### src/rtl/control_unit_if.sv
// Control-strobe bundle between control_unit (master) and CPU_datapath (slave).
// Optional CU_SINGLE_STEP_EN adds the step input used by the single-step PAUSE state.
interface control_unit_if;
    logic [31:0] ir;
    logic        con_ff;
    logic        stop;
`ifdef CU_SINGLE_STEP_EN
    logic        step;
`endif
    logic PCout, MDRout, Zhighout, Zlowout, HIout, LOout, InPortout, Cout, Yout;
    logic Baout, Rout_in, GRA, GRB, GRC;
    logic PCin, IRin, MARin, MDRin, Yin, ZIn, HIin, LOin, R_enableIn, enableCon, enableOutPort;
    logic IncPC, Read, RAMrd, RAMin;
    logic [4:0] alu_op;
    logic run, illegal;

    modport master (
        input  ir, con_ff, stop,
`ifdef CU_SINGLE_STEP_EN
               step,
`endif
        output PCout, MDRout, Zhighout, Zlowout, HIout, LOout, InPortout, Cout, Yout,
               Baout, Rout_in, GRA, GRB, GRC,
               PCin, IRin, MARin, MDRin, Yin, ZIn, HIin, LOin, R_enableIn, enableCon, enableOutPort,
               IncPC, Read, RAMrd, RAMin, alu_op, run, illegal
    );

    modport slave (
        output ir, con_ff, stop,
`ifdef CU_SINGLE_STEP_EN
               step,
`endif
        input  PCout, MDRout, Zhighout, Zlowout, HIout, LOout, InPortout, Cout, Yout,
               Baout, Rout_in, GRA, GRB, GRC,
               PCin, IRin, MARin, MDRin, Yin, ZIn, HIin, LOin, R_enableIn, enableCon, enableOutPort,
               IncPC, Read, RAMrd, RAMin, alu_op, run, illegal
    );
endinterface

### src/rtl/control_unit.sv
// Hardwired Moore control sequencer for CPU_datapath: fetch T0-T2, per-opcode execute T3-T7.
// Optional macro CU_SINGLE_STEP_EN adds a PAUSE state released by the step input.
module control_unit #(
    parameter int OPW     = 5,
    parameter int ST_BITS = 4
) (
    input  logic           clk,
    input  logic           rst,
    control_unit_if.master bus
);
    localparam logic [ST_BITS-1:0] S_RESET = 4'd0;
    localparam logic [ST_BITS-1:0] S_T0    = 4'd1;
    localparam logic [ST_BITS-1:0] S_T1    = 4'd2;
    localparam logic [ST_BITS-1:0] S_T2    = 4'd3;
    localparam logic [ST_BITS-1:0] S_T3    = 4'd4;
    localparam logic [ST_BITS-1:0] S_T4    = 4'd5;
    localparam logic [ST_BITS-1:0] S_T5    = 4'd6;
    localparam logic [ST_BITS-1:0] S_T6    = 4'd7;
    localparam logic [ST_BITS-1:0] S_T7    = 4'd8;
    localparam logic [ST_BITS-1:0] S_HALT  = 4'd9;
    localparam logic [ST_BITS-1:0] S_PAUSE = 4'd10;
    localparam logic [OPW-1:0]     OP_ADD  = 5'b00011;

    logic [ST_BITS-1:0] state_reg, state_next, last_state, done_state;
    logic               illegal_reg;
    logic [OPW-1:0]     op;
    logic [2**OPW-1:0]  op_hot;
    logic               unused_ir;

    assign op        = bus.ir[31 -: OPW];
    assign unused_ir = ^bus.ir[31-OPW:0];

    genvar gi;
    generate
        for (gi = 0; gi < 2**OPW; gi++) begin : g_op_dec
            assign op_hot[gi] = (op == OPW'(gi));
        end
    endgenerate

    logic is_ld, is_ldi, is_st, is_mem, is_rtype, is_imm, is_muldiv, is_unary;
    logic is_br, is_jr, is_in, is_out, is_mfhi, is_mflo, is_nop, is_halt, is_illegal;

    assign is_ld      = op_hot[0];
    assign is_ldi     = op_hot[1];
    assign is_st      = op_hot[2];
    assign is_mem     = |op_hot[2:0];
    assign is_rtype   = |op_hot[11:3];
    assign is_imm     = |op_hot[14:12];
    assign is_muldiv  = |op_hot[16:15];
    assign is_unary   = |op_hot[18:17];
    assign is_br      = op_hot[19];
    assign is_jr      = op_hot[20];
    assign is_in      = op_hot[22];
    assign is_out     = op_hot[23];
    assign is_mfhi    = op_hot[24];
    assign is_mflo    = op_hot[25];
    assign is_nop     = op_hot[26];
    assign is_halt    = op_hot[27];
    assign is_illegal = op_hot[21] | (|op_hot[31:28]);

    // Final execute state for each instruction class; T3 covers the single-cycle ops.
    always_comb begin
        last_state = S_T3;
        if (is_ld || is_st)
            last_state = S_T7;
        else if (is_muldiv || is_br)
            last_state = S_T6;
        else if (is_ldi || is_rtype || is_imm)
            last_state = S_T5;
        else if (is_unary)
            last_state = S_T4;
    end

`ifdef CU_SINGLE_STEP_EN
    assign done_state = S_PAUSE;
`else
    assign done_state = S_T0;
`endif

    always_comb begin
        state_next = state_reg;
        case (state_reg)
            S_RESET: state_next = S_T0;
            S_T0:    state_next = S_T1;
            S_T1:    state_next = S_T2;
            S_T2: begin
                if (is_illegal || is_halt) state_next = S_HALT;
                else if (is_nop)           state_next = S_T0;
                else                       state_next = S_T3;
            end
            S_T3, S_T4, S_T5, S_T6, S_T7: begin
                if (state_reg == last_state)
                    state_next = bus.stop ? S_HALT : done_state;
                else
                    state_next = state_reg + {{(ST_BITS-1){1'b0}}, 1'b1};
            end
            S_HALT:  state_next = S_HALT;
`ifdef CU_SINGLE_STEP_EN
            S_PAUSE: state_next = bus.step ? S_T0 : S_PAUSE;
`endif
            default: state_next = S_RESET;
        endcase
    end

    always_ff @(posedge clk) begin
        if (rst) begin
            state_reg   <= S_RESET;
            illegal_reg <= 1'b0;
        end else begin
            state_reg <= state_next;
            if (state_reg == S_T2 && is_illegal)
                illegal_reg <= 1'b1;
        end
    end

    always_comb begin
        {bus.PCout, bus.MDRout, bus.Zhighout, bus.Zlowout, bus.HIout, bus.LOout,
         bus.InPortout, bus.Cout, bus.Yout} = '0;
        {bus.Baout, bus.Rout_in, bus.GRA, bus.GRB, bus.GRC} = '0;
        {bus.PCin, bus.IRin, bus.MARin, bus.MDRin, bus.Yin, bus.ZIn, bus.HIin, bus.LOin,
         bus.R_enableIn, bus.enableCon, bus.enableOutPort} = '0;
        {bus.IncPC, bus.Read, bus.RAMrd, bus.RAMin} = '0;
        bus.alu_op  = '0;
        bus.run     = (state_reg >= S_T0) && (state_reg <= S_T7);
        bus.illegal = illegal_reg;
        if (state_reg >= S_T3 && state_reg <= S_T7)
            bus.alu_op = (is_mem || op_hot[12] || is_br) ? OP_ADD : op;
        case (state_reg)
            S_T0: begin bus.PCout = 1'b1; bus.MARin = 1'b1; bus.IncPC = 1'b1; end
            S_T1: begin bus.Read = 1'b1; bus.RAMrd = 1'b1; bus.MDRin = 1'b1; end
            S_T2: begin bus.MDRout = 1'b1; bus.IRin = 1'b1; end
            S_T3: begin
                if (is_mem)                begin bus.GRB = 1'b1; bus.Baout = 1'b1; bus.Yin = 1'b1; end
                if (is_rtype || is_imm)    begin bus.GRB = 1'b1; bus.Rout_in = 1'b1; bus.Yin = 1'b1; end
                if (is_muldiv)             begin bus.GRA = 1'b1; bus.Rout_in = 1'b1; bus.Yin = 1'b1; end
                if (is_unary)              begin bus.GRB = 1'b1; bus.Rout_in = 1'b1; bus.ZIn = 1'b1; end
                if (is_br)                 begin bus.GRA = 1'b1; bus.Rout_in = 1'b1; bus.enableCon = 1'b1; end
                if (is_jr)                 begin bus.GRA = 1'b1; bus.Rout_in = 1'b1; bus.PCin = 1'b1; end
                if (is_in)                 begin bus.InPortout = 1'b1; bus.GRA = 1'b1; bus.R_enableIn = 1'b1; end
                if (is_out)                begin bus.GRA = 1'b1; bus.Rout_in = 1'b1; bus.enableOutPort = 1'b1; end
                if (is_mfhi || is_mflo)    begin bus.GRA = 1'b1; bus.R_enableIn = 1'b1; end
                bus.HIout = is_mfhi;
                bus.LOout = is_mflo;
            end
            S_T4: begin
                if (is_mem || is_imm)      begin bus.Cout = 1'b1; bus.ZIn = 1'b1; end
                if (is_rtype)              begin bus.GRC = 1'b1; bus.Rout_in = 1'b1; bus.ZIn = 1'b1; end
                if (is_muldiv)             begin bus.GRB = 1'b1; bus.Rout_in = 1'b1; bus.ZIn = 1'b1; end
                if (is_unary)              begin bus.Zlowout = 1'b1; bus.GRA = 1'b1; bus.R_enableIn = 1'b1; end
                if (is_br)                 begin bus.PCout = 1'b1; bus.Yin = 1'b1; end
            end
            S_T5: begin
                if (is_ld || is_st)        begin bus.Zlowout = 1'b1; bus.MARin = 1'b1; end
                if (is_ldi || is_rtype || is_imm)
                                           begin bus.Zlowout = 1'b1; bus.GRA = 1'b1; bus.R_enableIn = 1'b1; end
                if (is_muldiv)             begin bus.Zlowout = 1'b1; bus.LOin = 1'b1; end
                if (is_br)                 begin bus.Cout = 1'b1; bus.ZIn = 1'b1; end
            end
            S_T6: begin
                if (is_ld)                 begin bus.Read = 1'b1; bus.RAMrd = 1'b1; bus.MDRin = 1'b1; end
                if (is_st)                 begin bus.GRA = 1'b1; bus.Rout_in = 1'b1; bus.MDRin = 1'b1; end
                if (is_muldiv)             begin bus.Zhighout = 1'b1; bus.HIin = 1'b1; end
                // Branch target is committed only when the CON flip-flop says so.
                if (is_br)                 begin bus.Zlowout = 1'b1; bus.PCin = bus.con_ff; end
            end
            S_T7: begin
                if (is_ld)                 begin bus.MDRout = 1'b1; bus.GRA = 1'b1; bus.R_enableIn = 1'b1; end
                if (is_st)                 bus.RAMin = 1'b1;
            end
            default: ;
        endcase
    end

    assert property (@(posedge clk) disable iff (rst)
        $onehot0({bus.PCout, bus.MDRout, bus.Zhighout, bus.Zlowout, bus.HIout, bus.LOout,
                  bus.InPortout, bus.Cout, bus.Yout, bus.Baout, bus.Rout_in}));
endmodule
### src/flat_wrapper.sv
// flat-port wrapper written by rule: the top's interface ports become plain ports
module control_unit_flat 
#(
    parameter int OPW     = 5,
    parameter int ST_BITS = 4
)
  (clk, rst, bus_ir, bus_con_ff, bus_stop, bus_PCout, bus_MDRout, bus_Zhighout, bus_Zlowout, bus_HIout, bus_LOout, bus_InPortout, bus_Cout, bus_Yout, bus_Baout, bus_Rout_in, bus_GRA, bus_GRB, bus_GRC, bus_PCin, bus_IRin, bus_MARin, bus_MDRin, bus_Yin, bus_ZIn, bus_HIin, bus_LOin, bus_R_enableIn, bus_enableCon, bus_enableOutPort, bus_IncPC, bus_Read, bus_RAMrd, bus_RAMin, bus_alu_op, bus_run, bus_illegal);
  control_unit_if bus_i ();
  input  logic clk;
  input  logic rst;
  input wire logic [$bits(bus_i.ir)-1:0] bus_ir;
  input wire logic [$bits(bus_i.con_ff)-1:0] bus_con_ff;
  input wire logic [$bits(bus_i.stop)-1:0] bus_stop;
  output wire logic [$bits(bus_i.PCout)-1:0] bus_PCout;
  output wire logic [$bits(bus_i.MDRout)-1:0] bus_MDRout;
  output wire logic [$bits(bus_i.Zhighout)-1:0] bus_Zhighout;
  output wire logic [$bits(bus_i.Zlowout)-1:0] bus_Zlowout;
  output wire logic [$bits(bus_i.HIout)-1:0] bus_HIout;
  output wire logic [$bits(bus_i.LOout)-1:0] bus_LOout;
  output wire logic [$bits(bus_i.InPortout)-1:0] bus_InPortout;
  output wire logic [$bits(bus_i.Cout)-1:0] bus_Cout;
  output wire logic [$bits(bus_i.Yout)-1:0] bus_Yout;
  output wire logic [$bits(bus_i.Baout)-1:0] bus_Baout;
  output wire logic [$bits(bus_i.Rout_in)-1:0] bus_Rout_in;
  output wire logic [$bits(bus_i.GRA)-1:0] bus_GRA;
  output wire logic [$bits(bus_i.GRB)-1:0] bus_GRB;
  output wire logic [$bits(bus_i.GRC)-1:0] bus_GRC;
  output wire logic [$bits(bus_i.PCin)-1:0] bus_PCin;
  output wire logic [$bits(bus_i.IRin)-1:0] bus_IRin;
  output wire logic [$bits(bus_i.MARin)-1:0] bus_MARin;
  output wire logic [$bits(bus_i.MDRin)-1:0] bus_MDRin;
  output wire logic [$bits(bus_i.Yin)-1:0] bus_Yin;
  output wire logic [$bits(bus_i.ZIn)-1:0] bus_ZIn;
  output wire logic [$bits(bus_i.HIin)-1:0] bus_HIin;
  output wire logic [$bits(bus_i.LOin)-1:0] bus_LOin;
  output wire logic [$bits(bus_i.R_enableIn)-1:0] bus_R_enableIn;
  output wire logic [$bits(bus_i.enableCon)-1:0] bus_enableCon;
  output wire logic [$bits(bus_i.enableOutPort)-1:0] bus_enableOutPort;
  output wire logic [$bits(bus_i.IncPC)-1:0] bus_IncPC;
  output wire logic [$bits(bus_i.Read)-1:0] bus_Read;
  output wire logic [$bits(bus_i.RAMrd)-1:0] bus_RAMrd;
  output wire logic [$bits(bus_i.RAMin)-1:0] bus_RAMin;
  output wire logic [$bits(bus_i.alu_op)-1:0] bus_alu_op;
  output wire logic [$bits(bus_i.run)-1:0] bus_run;
  output wire logic [$bits(bus_i.illegal)-1:0] bus_illegal;
  assign bus_i.ir = bus_ir;
  assign bus_i.con_ff = bus_con_ff;
  assign bus_i.stop = bus_stop;
  assign bus_PCout = bus_i.PCout;
  assign bus_MDRout = bus_i.MDRout;
  assign bus_Zhighout = bus_i.Zhighout;
  assign bus_Zlowout = bus_i.Zlowout;
  assign bus_HIout = bus_i.HIout;
  assign bus_LOout = bus_i.LOout;
  assign bus_InPortout = bus_i.InPortout;
  assign bus_Cout = bus_i.Cout;
  assign bus_Yout = bus_i.Yout;
  assign bus_Baout = bus_i.Baout;
  assign bus_Rout_in = bus_i.Rout_in;
  assign bus_GRA = bus_i.GRA;
  assign bus_GRB = bus_i.GRB;
  assign bus_GRC = bus_i.GRC;
  assign bus_PCin = bus_i.PCin;
  assign bus_IRin = bus_i.IRin;
  assign bus_MARin = bus_i.MARin;
  assign bus_MDRin = bus_i.MDRin;
  assign bus_Yin = bus_i.Yin;
  assign bus_ZIn = bus_i.ZIn;
  assign bus_HIin = bus_i.HIin;
  assign bus_LOin = bus_i.LOin;
  assign bus_R_enableIn = bus_i.R_enableIn;
  assign bus_enableCon = bus_i.enableCon;
  assign bus_enableOutPort = bus_i.enableOutPort;
  assign bus_IncPC = bus_i.IncPC;
  assign bus_Read = bus_i.Read;
  assign bus_RAMrd = bus_i.RAMrd;
  assign bus_RAMin = bus_i.RAMin;
  assign bus_alu_op = bus_i.alu_op;
  assign bus_run = bus_i.run;
  assign bus_illegal = bus_i.illegal;
  control_unit #(.OPW(OPW), .ST_BITS(ST_BITS)) u_core (.clk(clk), .rst(rst), .bus(bus_i));
endmodule
### config.mk
export PLATFORM = sky130hd
export DESIGN_NAME = control_unit_flat
export DESIGN_NICKNAME = d
export VERILOG_FILES = /design/src/rtl/control_unit_if.sv /design/src/rtl/control_unit.sv /design/src/flat_wrapper.sv
export SDC_FILE = /design/constraint.sdc
export NUM_CORES = 1
export LEC_CHECK = 0
export CORE_ASPECT_RATIO = 1.4
export CORE_MARGIN = 5
export CORE_UTILIZATION = 32
export CTS_BUF_LIST = sky130_fd_sc_hd__clkbuf_8
export DETAILED_ROUTE_END_ITERATION = 8
export GPL_ROUTABILITY_DRIVEN = 0
export GPL_TIMING_DRIVEN = 0
export PLACE_DENSITY = 0.68
export SLEW_MARGIN = 20
export SYNTH_ARGS = -nofsm -noshare
export SYNTH_HDL_FRONTEND = slang
export SYNTH_SLANG_ARGS = --single-unit
### constraint.sdc
create_clock -name clk -period 2.5 [get_ports clk]
set_clock_uncertainty 0.1 [all_clocks]
set_input_delay 0.25 -clock clk [delete_from_list [all_inputs] [get_ports clk]]
set_output_delay 0.25 -clock clk [all_outputs]
set_load 0.005 [all_outputs]
==> flow_metrics.env <==
export IMPL_rsz0062_at_grt="yes"
export IMPL_synth_enable_flop_cells=0
export IMPL_critPathCaptureType="output port"
export IMPL_cp_arrival_ns=2.13
export IMPL_synth_distinct_cells=55
export IMPL_antenna_found_initial=0
export IMPL_drv_cap=0
export IMPL_rr_worst_depth=8
export IMPL_nFillCells=400
export IMPL_wl_per_cell_um=16.1
export IMPL_utilization_pct=50.7
export IMPL_min_path_cells=2
export IMPL_crit_fanout=8
export IMPL_port_buffers=40
export IMPL_hold_path_startpoint="u_core.bus.illegal"
export IMPL_drv_slew=0
export IMPL_rows=27
export IMPL_antenna_left=0
export IMPL_cts_clk_slew_worst_paths_ns=0.03
export IMPL_io_pins=72
export IMPL_relSlewSlack_pct=64.4
export IMPL_leakagePower_uw=0.000809
export IMPL_total_power_uw=922
export IMPL_worst_pin_slew_ns=0.530
export IMPL_via_count=1737
export IMPL_cts_tree="yes"
export IMPL_setup_viol=0
export IMPL_final_hold_viol_count=0
export IMPL_pre_cts_ws_ns=-0.567
export IMPL_die_w_um=63.9
export IMPL_worstReg2RegEnd="u_core.state_reg[3]"
export IMPL_power_density_nw_per_um2=460
export IMPL_clockBufferDepth=2
export IMPL_netlist_instances=202
export IMPL_synth_fp_nets=242
export IMPL_syn2layout_area_growth_pct=53.9
export IMPL_dr_pass1_iters=4
export IMPL_antenna_cells=0
export IMPL_hold_end="u_core.bus.illegal"
export IMPL_first_global_vias=1658
export IMPL_fmax_ghz=0.403
export IMPL_syn_avg_cell_area_um2=6.44
export IMPL_cp_required_ns=2.15
export IMPL_reg2reg_slack_ns=0.57
export IMPL_grt_usage_pct=16.9
export IMPL_fin_ws_ns=0.0160
export IMPL_ys_seq_area_share_pct=7.69
export IMPL_drt_total_wl_um=4770
export IMPL_design_area_um2=2000
export IMPL_hold_path_class="register to register"
export IMPL_fp_dieH_um=85.5
export IMPL_cts_sinks=5
export IMPL_largest_reg_flops=4
export IMPL_cts_hold_buffers=0
export IMPL_die_area_um2=5460
export IMPL_post_dp_cell_area_um2=1760
export IMPL_crit_type="register to output port"
export IMPL_root_buffer="clkbuf_8"
export IMPL_initial_core_util_pct=32.9
export IMPL_drc=0
export IMPL_layout_drive_gt1_share_pct=25.2
export IMPL_critPathLaunchType="register"
export IMPL_grt_pass1_wl_um=7690
export IMPL_cts_made_buffers=3
export IMPL_fin_nets=295
export IMPL_core_area_um2=3950
export IMPL_ir_worst_vdd_mv=0.334
export IMPL_cts_max_level=1
export IMPL_hpwl_um=3540
export IMPL_viasPerCell=5.85
export IMPL_ys_async_sr_fraction_pct=0
export IMPL_yosysWarningCount=0
export IMPL_drt_initial_drc_count=108
export IMPL_final_common_cell="clkdlybuf4s50_1"
export IMPL_grt_max_degree=11
export IMPL_grt_overflow=0
export IMPL_layout_common_cells="33 x clkdlybuf4s50_1, 20 x nor2_1, 19 x nand2_1"
export IMPL_reg2reg_from="u_core.state_reg[1]"
export IMPL_fin_setup_tns_ns=0
export IMPL_synth_main_ff_cell="dfxtp_1"
export IMPL_fin_crit_sh_pct=99.4
export IMPL_finalCriticalPeriod_ns=2.48
export IMPL_clock_latency_ns=0.22
export IMPL_synth_seq_cells=5
export IMPL_status="finished clean"
export IMPL_synth_area_um2=1300
[worst max-delay path by stage]
stage,startpoint,depth (start not counted),slack (ns),end
global placement,u_core.state_reg[0],8,-0.55,bus_Rout_in
detailed placement,u_core.state_reg[0],8,-0.57,bus_Rout_in
CTS,u_core.state_reg[0],7,-0.005,bus_alu_op[4]
floorplan,u_core.state_reg[0],7,0.51,bus_Rout_in
finish,u_core.state_reg[0],7,0.02,bus_HIout
global route,u_core.state_reg[0],7,-0.06,bus_HIout
[worst max-delay path, cell delays in order (launching register included)]
cell and delay, ns:
dfxtp_4 0.35, inv_4 0.09, ha_4 0.18, and3b_2 0.21, nand2_1 0.07, or2_2 0.33
nor3_2 0.16, clkdlybuf4s50_1 0.53
[synth_stat cells, drive strengths merged (2+ instances only)]
master   n  area (µm²)
nand2b   7        43.8
dfxtp    5         100
nand2   20        75.1
and3     5        36.3
o211ai   2        20.0
a22oi    2        15.0
o211a    2        20.0
mux2i    4        40.0
nor2    23        88.8
clkbuf   5        18.8
nor4     4        31.3
o21a     5        37.5
o31ai    2        15.0
nor3    11        55.1
a21oi   10        50.1
nand3    8        40.0
a211o    2        17.5
or2      4        25.0
and3b    2        17.5
ha       4        50.1
nor2b    4        25.0
o21ai   17        85.1
nand3b   5        37.5
o22ai    5        31.3
inv      6        22.5
buf     16        98.8
and4b    2        20.0
[layout make-up]
cell class / count / area, µm² / area share, %
Buffer: 17 / 123 / 6.12
Clock buffer: 3 / 41.3 / 2.06
Clock inverter: 1 / 3.75 / 0.187
Inverter: 6 / 25.0 / 1.25
Multi-Input combinational cell: 170 / 1150 / 57.5
Sequential cell: 5 / 109 / 5.43
Tap cell: 43 / 53.8 / 2.69
Timing Repair Buffer: 52 / 495 / 24.7
[power by group]
part,total [µW],leakage (µW),switching (µW),internal (µW)
Sequential,127,0.0000425,23.1,104
Combinational,653,0.000739,323,330
Clock,142,0.0000269,37.1,105
Total,922,0.000809,383,540
[layer usage]
metal	part of all wire (%)	global-route usage, %	vias to the layer above
li1	-	-	850
met1	37	18.0	787
met2	51	30.9	78
met3	6.5	2.12	22
met4	4.9	9.64	0
met5	0	0	-
[cells by family (layout without fill, tap and decap cells)]
| family | after synthesis | count (layout) | synth area share (%) |
|---|---|---|---|
| AOI/OAI and AO/OA | 62 | 62 | 33.3 |
| adders and majority gates | 4 | 4 | 3.85 |
| buffers and inverters | 27 | 79 | 10.8 |
| DFF | 5 | 5 | 7.69 |
| muxes | 5 | 5 | 3.94 |
| other | 1 | 1 | 0.288 |
| and+or+nand+nor | 98 | 98 | 40.2 |
[through the flow]
stage	std cells	hold WS, ns
2_1_floorplan	202	0.219
3_3_place_gp	285	0.340
3_5_place_dp	285	0.344
4_1_cts	296	0.348
5_1_grt	297	0.397
6_report	297	0.341
[repair_timing]
| action | CTS | global route |
|---|---|---|
| endpoints found under the setup margin | 29 | 15 |
| pin swaps | 3 | 3 |
| gates resized for setup | 40 | 13 |
| buffers inserted | 9 | 3 |
(Power assumes the default switching activity.)
